**src/rtl/id_stage_decoder_pkg.sv**
```systemverilog
// Shared RV32I decode definitions: opcodes, ALU operation classes, immediate formats
// and the ID/EX pipeline bundle consumed by the execute stage.
package id_stage_decoder_pkg;

    localparam int unsigned XLEN       = 32;
    localparam int unsigned REG_ADDR_W = 5;

    localparam logic [6:0] OPC_LOAD   = 7'b0000011;
    localparam logic [6:0] OPC_STORE  = 7'b0100011;
    localparam logic [6:0] OPC_BRANCH = 7'b1100011;
    localparam logic [6:0] OPC_OP     = 7'b0110011;
    localparam logic [6:0] OPC_OP_IMM = 7'b0010011;
    localparam logic [6:0] OPC_LUI    = 7'b0110111;
    localparam logic [6:0] OPC_AUIPC  = 7'b0010111;
    localparam logic [6:0] OPC_JAL    = 7'b1101111;
    localparam logic [6:0] OPC_JALR   = 7'b1100111;

    typedef enum logic [2:0] {
        ALU_LDST   = 3'd0,
        ALU_BRANCH = 3'd1,
        ALU_R      = 3'd2,
        ALU_I      = 3'd3,
        ALU_LUI    = 3'd4,
        ALU_AUIPC  = 3'd5,
        ALU_JAL    = 3'd6,
        ALU_JALR   = 3'd7
    } alu_op_e;

    typedef enum logic [2:0] {
        FMT_NONE  = 3'd0,
        FMT_R     = 3'd1,
        FMT_I     = 3'd2,
        FMT_SHAMT = 3'd3,
        FMT_S     = 3'd4,
        FMT_B     = 3'd5,
        FMT_U     = 3'd6,
        FMT_J     = 3'd7
    } imm_fmt_e;

    typedef struct packed {
        logic                  valid;
        logic                  illegal;
        logic [XLEN-1:0]       a;
        logic [XLEN-1:0]       b;
        logic [XLEN-1:0]       imm;
        logic [XLEN-1:0]       npc;
        alu_op_e               alu_op;
        logic [2:0]            func3;
        logic                  func7;
        logic [REG_ADDR_W-1:0] rd;
        logic                  reg_write;
        logic                  mem_to_reg;
        logic                  mem_write;
    } id_state_t;

    // Which register sources an encoding format actually reads (for hazard detection).
    function automatic logic fmt_uses_rs1(input imm_fmt_e fmt);
        return fmt inside {FMT_R, FMT_I, FMT_SHAMT, FMT_S, FMT_B};
    endfunction

    function automatic logic fmt_uses_rs2(input imm_fmt_e fmt);
        return fmt inside {FMT_R, FMT_S, FMT_B};
    endfunction

endpackage

```
**src/rtl/id_stage_decoder_imm_gen.sv**
```systemverilog
// Immediate generator: classifies the instruction format and builds the
// sign-extended immediate (branch/jump offsets kept in halfword units).
module id_stage_decoder_imm_gen
    import id_stage_decoder_pkg::*;
(
    input  logic [31:0]     instr,
    output logic [XLEN-1:0] imm,
    output imm_fmt_e        fmt
);

    always_comb begin
        imm = '0;
        fmt = FMT_NONE;
        case (instr[6:0])
            OPC_LOAD, OPC_JALR: begin
                fmt = FMT_I;
                imm = {{20{instr[31]}}, instr[31:20]};
            end
            OPC_OP_IMM: begin
                // func3 001/101 are the shift-immediate forms
                if (instr[13:12] == 2'b01) begin
                    fmt = FMT_SHAMT;
                    imm = {27'b0, instr[24:20]};
                end else begin
                    fmt = FMT_I;
                    imm = {{20{instr[31]}}, instr[31:20]};
                end
            end
            OPC_STORE: begin
                fmt = FMT_S;
                imm = {{20{instr[31]}}, instr[31:25], instr[11:7]};
            end
            OPC_BRANCH: begin
                fmt = FMT_B;
                imm = {{20{instr[31]}}, instr[31], instr[7], instr[30:25], instr[11:8]};
            end
            OPC_JAL: begin
                fmt = FMT_J;
                imm = {{12{instr[31]}}, instr[31], instr[19:12], instr[20], instr[30:21]};
            end
            OPC_LUI: begin
                fmt = FMT_U;
                imm = {instr[31:12], 12'b0};
            end
            OPC_AUIPC: begin
                fmt = FMT_U;
                imm = {instr[31], instr[31:12], 11'b0};
            end
            OPC_OP: begin
                fmt = FMT_R;
            end
            default: begin
                fmt = FMT_NONE;
            end
        endcase
    end

endmodule

```
**src/rtl/id_stage_decoder.sv**
```systemverilog
// RV32I decode stage with ID/EX register, load-use bubbles, hold and flush.
// Optional ID_ILLEGAL_TRAP_EN: undecodable instructions pass as valid bundles flagged o_illegal.
module id_stage_decoder
    import id_stage_decoder_pkg::*;
(
    input  logic                  i_clk,
    input  logic                  i_reset,
    input  logic                  i_valid,
    input  logic [31:0]           i_instr,
    input  logic [XLEN-1:0]       i_pc,
    input  logic                  i_hold,
    input  logic                  i_flush,
    output logic [REG_ADDR_W-1:0] o_rs1_addr,
    output logic [REG_ADDR_W-1:0] o_rs2_addr,
    input  logic [XLEN-1:0]       i_rs1_data,
    input  logic [XLEN-1:0]       i_rs2_data,
    output logic                  o_stall_if,
    output logic                  o_valid,
    output logic [XLEN-1:0]       o_A,
    output logic [XLEN-1:0]       o_B,
    output logic [XLEN-1:0]       o_Imm_SignExt,
    output logic [XLEN-1:0]       o_NPC,
    output logic [2:0]            o_ALUop,
    output logic [2:0]            o_func3,
    output logic                  o_func7,
    output logic [REG_ADDR_W-1:0] o_rd,
    output logic                  o_RegWrite,
    output logic                  o_MemToReg,
    output logic                  o_MemWrite,
    output logic                  o_illegal
);

    logic [XLEN-1:0] imm;
    imm_fmt_e        fmt;
    id_state_t       dec;
    id_state_t       state_q;
    logic            legal;
    logic            load_use;
    logic [2:0]      func3;

    id_stage_decoder_imm_gen u_imm_gen (
        .instr (i_instr),
        .imm   (imm),
        .fmt   (fmt)
    );

    assign func3      = i_instr[14:12];
    assign o_rs1_addr = i_instr[19:15];
    assign o_rs2_addr = i_instr[24:20];

    // Decode the presented instruction into a candidate ID/EX bundle.
    always_comb begin
        dec        = '0;
        legal      = 1'b1;
        dec.a      = i_rs1_data;
        dec.b      = i_rs2_data;
        dec.imm    = imm;
        dec.npc    = i_pc;
        dec.func3  = func3;
        dec.rd     = i_instr[11:7];
        dec.alu_op = ALU_LDST;
        case (i_instr[6:0])
            OPC_LOAD: begin
                dec.mem_to_reg = 1'b1;
                dec.reg_write  = 1'b1;
                legal          = !(func3 inside {3'd3, 3'd6, 3'd7});
            end
            OPC_STORE: begin
                dec.mem_write = 1'b1;
                dec.rd        = '0;
                legal         = (func3 <= 3'd2);
            end
            OPC_BRANCH: begin
                dec.alu_op = ALU_BRANCH;
                dec.rd     = '0;
                legal      = !(func3 inside {3'd2, 3'd3});
            end
            OPC_OP: begin
                dec.alu_op    = ALU_R;
                dec.func7     = i_instr[30];
                dec.reg_write = 1'b1;
            end
            OPC_OP_IMM: begin
                dec.alu_op    = ALU_I;
                dec.func7     = (fmt == FMT_SHAMT) ? i_instr[30] : 1'b0;
                dec.reg_write = 1'b1;
            end
            OPC_LUI: begin
                dec.alu_op    = ALU_LUI;
                dec.func3     = '0;
                dec.reg_write = 1'b1;
            end
            OPC_AUIPC: begin
                dec.alu_op    = ALU_AUIPC;
                dec.func3     = '0;
                dec.reg_write = 1'b1;
            end
            OPC_JAL: begin
                dec.alu_op    = ALU_JAL;
                dec.func3     = '0;
                dec.reg_write = 1'b1;
            end
            OPC_JALR: begin
                dec.alu_op    = ALU_JALR;
                dec.reg_write = 1'b1;
            end
            default: begin
                legal = 1'b0;
            end
        endcase

        if (dec.rd == '0) begin
            dec.reg_write = 1'b0;
        end

`ifdef ID_ILLEGAL_TRAP_EN
        if (!legal) begin
            dec.illegal    = 1'b1;
            dec.alu_op     = ALU_LDST;
            dec.rd         = '0;
            dec.reg_write  = 1'b0;
            dec.mem_to_reg = 1'b0;
            dec.mem_write  = 1'b0;
        end
        dec.valid = i_valid;
`else
        dec.valid = i_valid && legal;
`endif
    end

    // Load in EX whose destination is read by the instruction now in ID.
    always_comb begin
        load_use = i_valid && state_q.valid && state_q.mem_to_reg && (state_q.rd != '0) &&
                   ((fmt_uses_rs1(fmt) && (o_rs1_addr == state_q.rd)) ||
                    (fmt_uses_rs2(fmt) && (o_rs2_addr == state_q.rd)));
    end

    assign o_stall_if = i_reset && !i_flush && (i_hold || load_use);

    // ID/EX register: flush > hold > load-use bubble > normal advance.
    always_ff @(posedge i_clk or negedge i_reset) begin
        if (!i_reset) begin
            state_q <= '0;
        end else if (i_flush) begin
            state_q <= '0;
        end else if (i_hold) begin
            state_q <= state_q;
        end else if (load_use || !dec.valid) begin
            state_q <= '0;
        end else begin
            state_q <= dec;
        end
    end

    assign o_valid       = state_q.valid;
    assign o_A           = state_q.a;
    assign o_B           = state_q.b;
    assign o_Imm_SignExt = state_q.imm;
    assign o_NPC         = state_q.npc;
    assign o_ALUop       = state_q.alu_op;
    assign o_func3       = state_q.func3;
    assign o_func7       = state_q.func7;
    assign o_rd          = state_q.rd;
    assign o_RegWrite    = state_q.reg_write;
    assign o_MemToReg    = state_q.mem_to_reg;
    assign o_MemWrite    = state_q.mem_write;
    assign o_illegal     = state_q.illegal;

endmodule

```
**config.mk**
```make
export PLATFORM = sky130hd
export DESIGN_NAME = id_stage_decoder
export DESIGN_NICKNAME = d
export VERILOG_FILES = /design/src/rtl/id_stage_decoder_pkg.sv /design/src/rtl/id_stage_decoder_imm_gen.sv /design/src/rtl/id_stage_decoder.sv
export SDC_FILE = /design/constraint.sdc
export NUM_CORES = 1
export LEC_CHECK = 0
export BUFFER_PORTS_ARGS = -buffer_cell sky130_fd_sc_hd__buf_2
export CELL_PAD_IN_SITES_DETAIL_PLACEMENT = 1
export CELL_PAD_IN_SITES_GLOBAL_PLACEMENT = 2
export CORE_ASPECT_RATIO = 0.5
export CORE_UTILIZATION = 30
export CTS_CLUSTER_SIZE = 28
export DETAILED_ROUTE_END_ITERATION = 6
export PLACE_DENSITY = 0.83
export SYNTH_ARGS = -nofsm -noshare
export SYNTH_HDL_FRONTEND = slang
export SYNTH_SLANG_ARGS = --single-unit
```
**constraint.sdc**
```tcl
create_clock -name i_clk -period 4.25 [get_ports i_clk]
set_input_delay 0.425 -clock i_clk [delete_from_list [all_inputs] [get_ports i_clk]]
set_output_delay 0.425 -clock i_clk [all_outputs]
set_load 0.05 [all_outputs]
```
==> results.toml, run 1 <==
[power]
seqPwrFrac = 0.421
leakagePower_uw = 0.004408
combinationalPowerShare = 0.081
clkPwrFrac = 0.497
power_uw = 3274
vdd_drop_max_mv = 0.1925
p_sw_frac = 0.2426
switching_power_uw = 794.4
p_int_uw = 2480
power_density_nw_per_um2 = 374.4

[die]
boundaryPins = 289
core_area_um2 = 20970
die_y_um = 106.6
num_rows = 37
die_x_um = 211.1
die_area_um2 = 22490
start_util = 0.3127

[sta]
clock_skew_ns = 0.01145
hold_viol_final = 0
tightest_slew_ns = 1.065
rsz0062_at_grt = "no"
setup_viol = 0
period_needed_ns = 3.126
final_max_slew_viol_count = 0
finalSetupTns_ns = 0
slew_headroom = 0.2883
fmax_mhz = 319.9
setup_ws_ns = 1.124
min_period_over_period = 0.7355

[clocking]
clock_latency_ns = 0.43
cts_buffer_depth = 2
post_cts_resized = 0
cts_htree_levels = 4
cts_hold_buf = 0
postCtsSetupBuffers = 0
cts_sinks = 144
path_clk_slew_ns = 0.06
numCtsBuffers = 17
cts_tree = "yes"
root_buffer = "clkbuf_16"

[global_route]
grt_overflow = 0
track_usage = 0.2001
grt_max_degree = 108
grt_pass1_wl_mm = 34.65
grt_pass1_vias = 6052
antenna_found_initial = 1

[place]
place_ws_ns = 1.150
dp_hpwl_mm = 15.47
place_congestion = 0.8075
placed_cell_area_um2 = 8105
io_buffers = 287

[yosys]
synthTopCellsByCount = "144 x dfrtp_1, 114 x a32o_1, 35 x nand2_1"
synth_ff_type = "dfrtp_1"
synthMostInstantiatedCell = "dfrtp_1"
syn_inst = 539
netlist.area_leader.share = 0.5494
synth.cell_area_um2 = 6559
synth_fp_nets = 672
synth_area_leader_cell = "dfrtp_1"
synth-edff-count = 0
ys_warn_count = 0
postSynthRegisterBits = 144
ys_async_sr_fraction = 1.000
syn_avg_cell_area_um2 = 12.17
yosysSeqAreaShare = 0.5494
ys_types = 58
synth.area.top_cells = "dfrtp_1 55%, a32o_1 17%, o31ai_1 2.2%"

[critical_path]
cp.buffers_inverters = 2
endpoint_kind = "output port"
startpoint_type = "primary input"
path_class = "in -> out"
worst_path_max_delay_cell = "nor3_1"
path_max_fanout = 25
cp_common_cell = "buf_2"
worstPathRequired_ns = 3.83
critical_path.max_stage_delay_ns = 0.67
cpLargestDelayFamily = "simple AND/OR/NAND/NOR gates"
path_cells = "buf_2 -> nand2b_1 -> nor3_1 -> o31a_2 -> a2111o_2 -> a21oi_1 -> buf_2"
worstPathArrival_ns = 2.70

[cells_and_area]
drive_gt1_frac = 0.4279
fin_area_um2 = 8746
syn2layout_area_growth_pct = 33.35
nets = 918

[drt]
viasPerCell = 5.429
drc = 0
dr.pass1.iters = 5
wl_per_cell_um = 20.63
drt_iter0_markers = 489
final_antenna_net_count = 0
dr_total_vias = 5923
drt_wl_total_mm = 22.51

[job]
drv_cap = 0

[hold_path]
hold_class = "in -> async"

[outcome]
status = "finished, final reports clean"
==> routing by layer <==
layer / up-vias / wire, um / track usage
li1: 2642 / - / -
met1: 3081 / 9706 / 0.2561
met2: 165 / 11110 / 0.3228
met3: 35 / 1023 / 0.04815
met4: 0 / 665 / 0.08592
met5: - / 0 / 0
==> metrics by stage <==
stage | cells | hold WS, ns | utilization
floorplan | 539 | 0.1294 | -
global placement | 1058 | 0.4631 | 0.3865
detailed placement | 1058 | 0.4654 | 0.3865
CTS | 1089 | 0.03152 | 0.4168
global route | 1090 | 0.05585 | 0.4169
finish | 1091 | 0.004465 | 0.4170
==> cell usage in the layout, fill, tap and decap left out, types with 2 or more instances in the layout <==
cell type   count
a211oi_1        2
a21oi_1        12
a221oi_1       11
a22o_1          6
a22oi_1         5
a32o_1        114
a41o_1          4
and2_1          4
and3b_1         2
buf_12          3
buf_2         286
buf_4           2
bufinv_16       4
clkbuf_16      17
clkbuf_8        2
clkinv_4        3
clkinvlp_4      2
dfrtp_1       144
diode_2         2
inv_1           7
inv_6           2
mux2_2          5
mux2i_1         8
nand2_1        35
nand2b_1        5
nand3_1         4
nand3b_1        3
nor2_1         16
nor2b_1         2
nor3_1          6
o21ai_0         4
o21bai_1        8
o2bb2ai_1       3
o31ai_1        19
o41ai_1         6
or3_1           2
xnor2_1         5
xor2_1          5
==> flip-flops by register name, summed over array words and instances (netlist names) <==
name and flops:
o_Imm_SignExt 32, o_B 32, o_NPC 32, o_ALUop 3, o_rd 5, o_MemToReg 1, o_func7 1, o_func3 3
o_A 32, o_RegWrite 1, o_valid 1, o_MemWrite 1
==> worst reg2reg max path, stage by stage (launching register included) <==
cell      delay (ns)
dfrtp_1         0.49
nor4_1          0.11
a211oi_1        0.31
o211ai_2        0.18
a2111o_2        0.62
buf_12          0.30
a32o_1          0.44
==> power groups by stage <==
stage / sequential [uW] / combinational [uW] / clock [uW]
6_report: 1380 / 266 / 1630
4_1_cts: 1380 / 268 / 1670
3_3_place_gp: 1400 / 263 / 0
3_5_place_dp: 1400 / 266 / 0
5_1_grt: 1380 / 288 / 1720
2_1_floorplan: 1420 / 113 / 0
==> path summary, 6_finish.rpt <==
| path | from | slack, ns | endpoint | cells after the start |
|---|---|---|---|---|
| min reg2reg | o_Imm_SignExt[1] | 0.48 | o_Imm_SignExt[1] | 2 |
| min in group i_clk | i_pc[24] | 0.23 | o_NPC[24] | 2 |
| max reg2reg | o_rd[2] | 1.69 | o_NPC[26] | 6 |
| max in group asynchronous | i_reset | 2.86 | o_A[9] | 2 |
| min | i_reset | 0.004 | o_RegWrite | 1 |
| max | i_instr[5] | 1.12 | o_stall_if | 7 |
==> layout make-up <==
| cell class | instances | area, um^2 |
|---|---|---|
| fill | 2365 | 12230 |
| sequential | 144 | 3603 |
| clock inverter | 11 | 178.9 |
| multi-input combinational | 323 | 2592 |
| tap | 292 | 365.4 |
| timing repair buffer | 292 | 1518 |
| antenna | 2 | 5.005 |
| inverter | 7 | 26.28 |
| clock buffer | 20 | 456.7 |
==> cell families (layout without fill, tap and decap cells) <==
| kind of cell | Yosys count | count (layout) | synth area share |
|---|---|---|---|
| other cells | 1 | 3 | 0.0005718 |
| xor+xnor | 10 | 10 | 0.01335 |
| compound gates | 210 | 210 | 0.2917 |
| simple gates | 89 | 89 | 0.06715 |
| buf+inv | 72 | 330 | 0.05704 |
| mux | 13 | 13 | 0.02079 |
| flops | 144 | 144 | 0.5494 |
Power figures use the tool's default switching activity.
==> inputs of run 2 (changes only) <==
- ABC_AREA: default -> 1
- CORE_UTILIZATION: 30 -> 23
- PLACE_DENSITY: 0.83 -> 0.77
- clock period: 4.25 -> 2.8 ns (I/O delays scaled with it)
==> run 2 against run 1 <==
The flow now finishes with violations (DRC, hold timing). Register-to-register slack worse by 0.76 ns. Flip-flop and latch count stayed put. First-iteration DRC count is 5.3% lower. Routed wire length is 17% higher. Clock skew is 0.0033 ns lower. Largest power group unchanged. Design area is 7.2% higher. Non-clock buffer count is 8 higher. Core utilization is 9.8 points lower.
==> results.toml, run 2 <==
[power]
p_sw_frac = 0.2485
combinationalPowerShare = 0.077
p_int_uw = 3724
switching_power_uw = 1232
leakagePower_uw = 0.005759
power_density_nw_per_um2 = 528.8
clkPwrFrac = 0.500
seqPwrFrac = 0.423
vdd_drop_max_mv = 0.4630

[yosys]
synth_ff_type = "dfrtp_1"
synth.area.top_cells = "dfrtp_1 52%, nand2_1 23%, nand3_1 12%"
syn_avg_cell_area_um2 = 7.574
syn_inst = 917
ys_async_sr_fraction = 1.000
synth.cell_area_um2 = 6945
synth_fp_nets = 1050
synth_area_leader_cell = "dfrtp_1"
ys_types = 24
synthTopCellsByCount = "420 x nand2_1, 162 x nand3_1, 144 x dfrtp_1"
netlist.area_leader.share = 0.5188
synth-edff-count = 0
yosysSeqAreaShare = 0.5188
ys_warn_count = 0
postSynthRegisterBits = 144
synthMostInstantiatedCell = "nand2_1"

[global_route]
antenna_found_initial = 0
grt_overflow = 0
grt_pass1_wl_mm = 41.75
track_usage = 0.1758
grt_max_degree = 145
grt_pass1_vias = 7218

[outcome]
violations = "DRC, hold timing"
status = "finished, violations left"

[die]
die_x_um = 247.8
die_y_um = 124.9
boundaryPins = 289
start_util = 0.2367
die_area_um2 = 30940
core_area_um2 = 29340
num_rows = 44

[sta]
setup_viol = 0
slew_headroom = 0.4391
final_max_slew_viol_count = 0
tightest_slew_ns = 0.8414
finalSetupTns_ns = 0
rsz0062_at_grt = "no"
min_period_over_period = 0.8724
setup_ws_ns = 0.3572
fmax_mhz = 409.4
whs_ns = -0.04497
period_needed_ns = 2.443
hold_viol_final = 13
clock_skew_ns = 0.008163

[cells_and_area]
nets = 1308
layout_commonest_cell = "nand2_1"
nFillCells = 3656
syn2layout_area_growth_pct = 34.95
final_util = 0.3194
num_antenna_cells = 0
instances_no_fill = 1579
layout_common_cells = "420 x nand2_1, 286 x buf_2, 162 x nand3_1"
drive_gt1_frac = 0.2921

[clocking]
post_cts_resized = 0
cts_sinks = 144
cts_hold_buf = 0
path_clk_slew_ns = 0.06
numCtsBuffers = 17
cts_tree = "yes"
clock_latency_ns = 0.44
root_buffer = "clkbuf_16"
cts_buffer_depth = 2
cts_htree_levels = 4
postCtsSetupBuffers = 0

[critical_path]
path_max_fanout = 24
worstPathRequired_ns = 2.52
path_class = "reg -> out"
ff2ff_setup_slack_ns = 0.93
endpoint_kind = "output port"
r2r-start = "o_rd[4]"
reg2reg_depth = 8
startpoint_type = "flip-flop"
reg2reg_to = "o_NPC[8]"
worstPathArrival_ns = 2.16

[drt]
final_antenna_net_count = 0
drt_wl_total_mm = 26.34
dr.pass1.iters = 7
viasPerCell = 4.470
wl_per_cell_um = 16.68
drt_iter0_markers = 463
drc = 6
dr_total_vias = 7058

[place]
place_congestion = 0.8491
dp_hpwl_mm = 19.28
placed_cells = 1547
place_ws_ns = 0.4409
io_buffers = 287

[hold_path]
hold_class = "in -> async"

[job]
drv_cap = 0
==> run 2: cell types whose count changed after synthesis, moves of 7 or more <==
cell and delta:
nand4_1 +7, inv_2 +7, a32o_1 -114, o21ai_0 +12, nor2_1 +33, nand2_1 +385, inv_1 +20, nand3_1 +158
o31ai_1 -19, buf_2 -9, a21oi_1 -10, mux2i_1 -8, a221oi_1 -11, o21bai_1 -8
==> run 2: cell families (layout without fill, tap and decap cells) <==
logic type,count (synthesis),count (layout),share of synthesized area
xor gates and xnor gates,6,6,0.007566
buffers and inverters,96,367,0.06846
DFF,144,144,0.5188
and+or+nand+nor,647,647,0.3848
other,1,1,0.0005399
AOI/OAI and AO/OA,23,23,0.01982
==> run 2: power by group through the flow <==
| stage | sequential, uW | combinational (uW) | clock (uW) |
|---|---|---|---|
| after global routing | 2090 | 419 | 2630 |
| after global placement | 2130 | 382 | 0 |
| after CTS | 2090 | 389 | 2550 |
| after detailed placement | 2130 | 388 | 0 |
| final | 2090 | 381 | 2480 |
| after floorplan | 2170 | 135 | 0 |
==> run 2: final cells by class <==
cell class              count  area, um^2  area share
well taps                 391       489.2     0.05220
multi-input cells         677        2879      0.3072
clock buffers              20       446.7     0.04766
inverters                  35       131.4     0.01402
clock inverters            12       182.7     0.01949
flip-flops and latches    144        3603      0.3845
repair buffers            300        1640      0.1750
==> run 2: critical path, stage by stage (launching register included) <==
cell and delay, ns:
dfrtp_1 0.49, nor2_1 0.08, nand3_1 0.12, nand4_1 0.12, nor2_1 0.21, nand2_4 0.23, a21oi_1 0.19, buf_2 0.28
==> run 2: worst max path at each step <==
| stage | startpoint | end | slack (ns) |
|---|---|---|---|
| after global placement | i_instr[1] | o_stall_if | 0.52 |
| final | o_rd[4] | o_stall_if | 0.36 |
| after CTS | o_rd[1] | o_stall_if | 0.31 |
| after detailed placement | i_instr[1] | o_stall_if | 0.44 |
| after floorplan | o_rd[3] | o_stall_if | 0.33 |
| after global routing | o_rd[4] | o_stall_if | 0.21 |
==> run 2: stage by stage <==
stage / total power (uW) / area [um^2]
2_1_floorplan: 2300 / 6945
3_3_place_gp: 2515 / 8743
3_5_place_dp: 2521 / 8743
4_1_cts: 5037 / 9373
5_1_grt: 5146 / 9373
6_report: 4956 / 9373
==> run 2: routing by layer <==
layer,GRT usage,up-vias,routed length (um)
met5,0,-,0
met4,0.05161,0,469
met3,0.03814,28,1002
met2,0.2987,134,13390
met1,0.2219,3500,11470
li1,-,3396,-
==> inputs of run 3 (changes only) <==
- CTS_BUF_LIST: default -> sky130_fd_sc_hd__clkbuf_16
==> run 3 against run 2 <==
The run still ends with DRC, hold timing left. Worst setup slack better by 0.0034 ns. Register-to-register slack about the same. Final cell count stayed put. Combinational power about the same. Global-route usage barely moved. Critical endpoint unchanged. Sequential power about the same. Flip-flop and latch count is the same. Sequential share of layout area is essentially flat. Clock power barely moved. Worst hold slack worse by 0.0099 ns. Critical path depth up 1.
==> results.toml, run 3 (same netlist as run 2, synthesis figures left out) <==
[cells_and_area]
num_antenna_cells = 0
layout_common_cells = "420 x nand2_1, 286 x buf_2, 162 x nand3_1"
nets = 1308
nFillCells = 3656
regArea_um2 = 3603
drive_gt1_frac = 0.2912
layout_commonest_cell = "nand2_1"
syn2layout_area_growth_pct = 34.80
multi_input_area_um2 = 2879

[power]
power_density_nw_per_um2 = 526.0
leakagePower_uw = 0.005761
vdd_drop_max_mv = 0.4624

[critical_path]
endpoint_kind = "output port"
worstPathRequired_ns = 2.52
critical_path.max_stage_delay_ns = 0.46
path_max_fanout = 24
path_class = "reg -> out"
worst_path_max_delay_cell = "dfrtp_1"
cp.buffers_inverters = 1
cp_common_cell = "nand2_1"
path_cells = "xnor2_1 -> nand3_1 -> nor2_1 -> nand2_1 -> nand2_1 -> nand2_4 -> a21oi_1 -> buf_2"
cpLargestDelayFamily = "simple AND/OR/NAND/NOR gates"
worstPathArrival_ns = 2.16
startpoint_type = "flip-flop"

[job]
drv_cap = 0

[drt]
drt_iter0_markers = 446
dr.pass1.iters = 6
drc = 6
final_antenna_net_count = 0
dr_total_vias = 7039
wl_per_cell_um = 16.68
viasPerCell = 4.458
drt_wl_total_mm = 26.34

[sta]
tightest_slew_ns = 0.8689
min_period_over_period = 0.8712
slew_headroom = 0.4207
clock_skew_ns = 0.007927
whs_ns = -0.05491
setup_ws_ns = 0.3605
fmax_mhz = 409.9
hold_viol_final = 18
final_max_slew_viol_count = 0
finalSetupTns_ns = 0
rsz0062_at_grt = "no"
period_needed_ns = 2.439
setup_viol = 0

[die]
core_area_um2 = 29340
num_rows = 44
die_x_um = 247.8
die_y_um = 124.9
boundaryPins = 289
start_util = 0.2367
die_area_um2 = 30940

[clocking]
numCtsBuffers = 17
postCtsSetupBuffers = 0
root_buffer = "clkbuf_16"
cts_tree = "yes"
path_clk_slew_ns = 0.06
cts_sinks = 144
cts_buffer_depth = 2
cts_htree_levels = 4
clock_latency_ns = 0.44
cts_hold_buf = 0
post_cts_resized = 0

[outcome]
violations = "DRC, hold timing"
status = "finished, violations left"

[global_route]
grt_pass1_vias = 7206
antenna_found_initial = 0
grt_pass1_wl_mm = 41.68
grt_overflow = 0
grt_max_degree = 145
track_usage = 0.1755

[place]
dp_hpwl_mm = 19.28
place_ws_ns = 0.4409
io_buffers = 287
place_congestion = 0.8491

[hold_path]
hold_class = "in -> async"
## run 3: final timing paths
path / slack [ns] / from / cells past startpoint / endpoint
worst max-delay path: 0.36 / o_rd[1] / 8 / o_stall_if
worst min-delay path: -0.05 / i_reset / 2 / o_B[31]
worst max register to register: 0.93 / o_rd[1] / 9 / o_NPC[8]
worst min register to register: 0.47 / o_B[7] / 2 / o_B[7]
max in group asynchronous: 2.17 / i_reset / 2 / o_B[7]
min in group i_clk: 0.06 / i_pc[28] / 3 / o_NPC[28]
## run 3: metrics by stage
step / hold slack [ns] / total power (uW) / utilization / instances / area, um^2
2_1_floorplan: -0.01559 / 2300 / - / 917 / 6945
3_3_place_gp: 0.4566 / 2515 / 0.2980 / 1547 / 8743
3_5_place_dp: 0.4610 / 2521 / 0.2980 / 1547 / 8743
4_1_cts: 0.01596 / 5002 / 0.3191 / 1579 / 9363
5_1_grt: 0.04895 / 5111 / 0.3191 / 1579 / 9363
6_report: -0.05491 / 4925 / 0.3191 / 1579 / 9363
## run 3: metal layers
metal  GRT usage  up-vias  wire length [um]
met3     0.03814       26               956
met1      0.2214     3484             11570
met2      0.2986      132             13360
met5           0        -                 0
li1            -     3397                 -
met4     0.05161        0               456
## run 3: cell type report
cell class                      count  share of cell area
Sequential cell                   144              0.3849
Inverter                           35             0.01403
Tap cell                          391             0.05225
Clock buffer                       17             0.04544
Timing Repair Buffer              300              0.1752
Clock inverter                     15             0.02071
Multi-Input combinational cell    677              0.3075
## run 3: power by group
part,switching [uW],total [uW],internal (uW),leakage [uW]
combinational,268,382,114,0.00345
sequential,5.37,2090,2090,0.00201
clock,962,2450,1490,0.000300
total,1240,4920,3690,0.00576
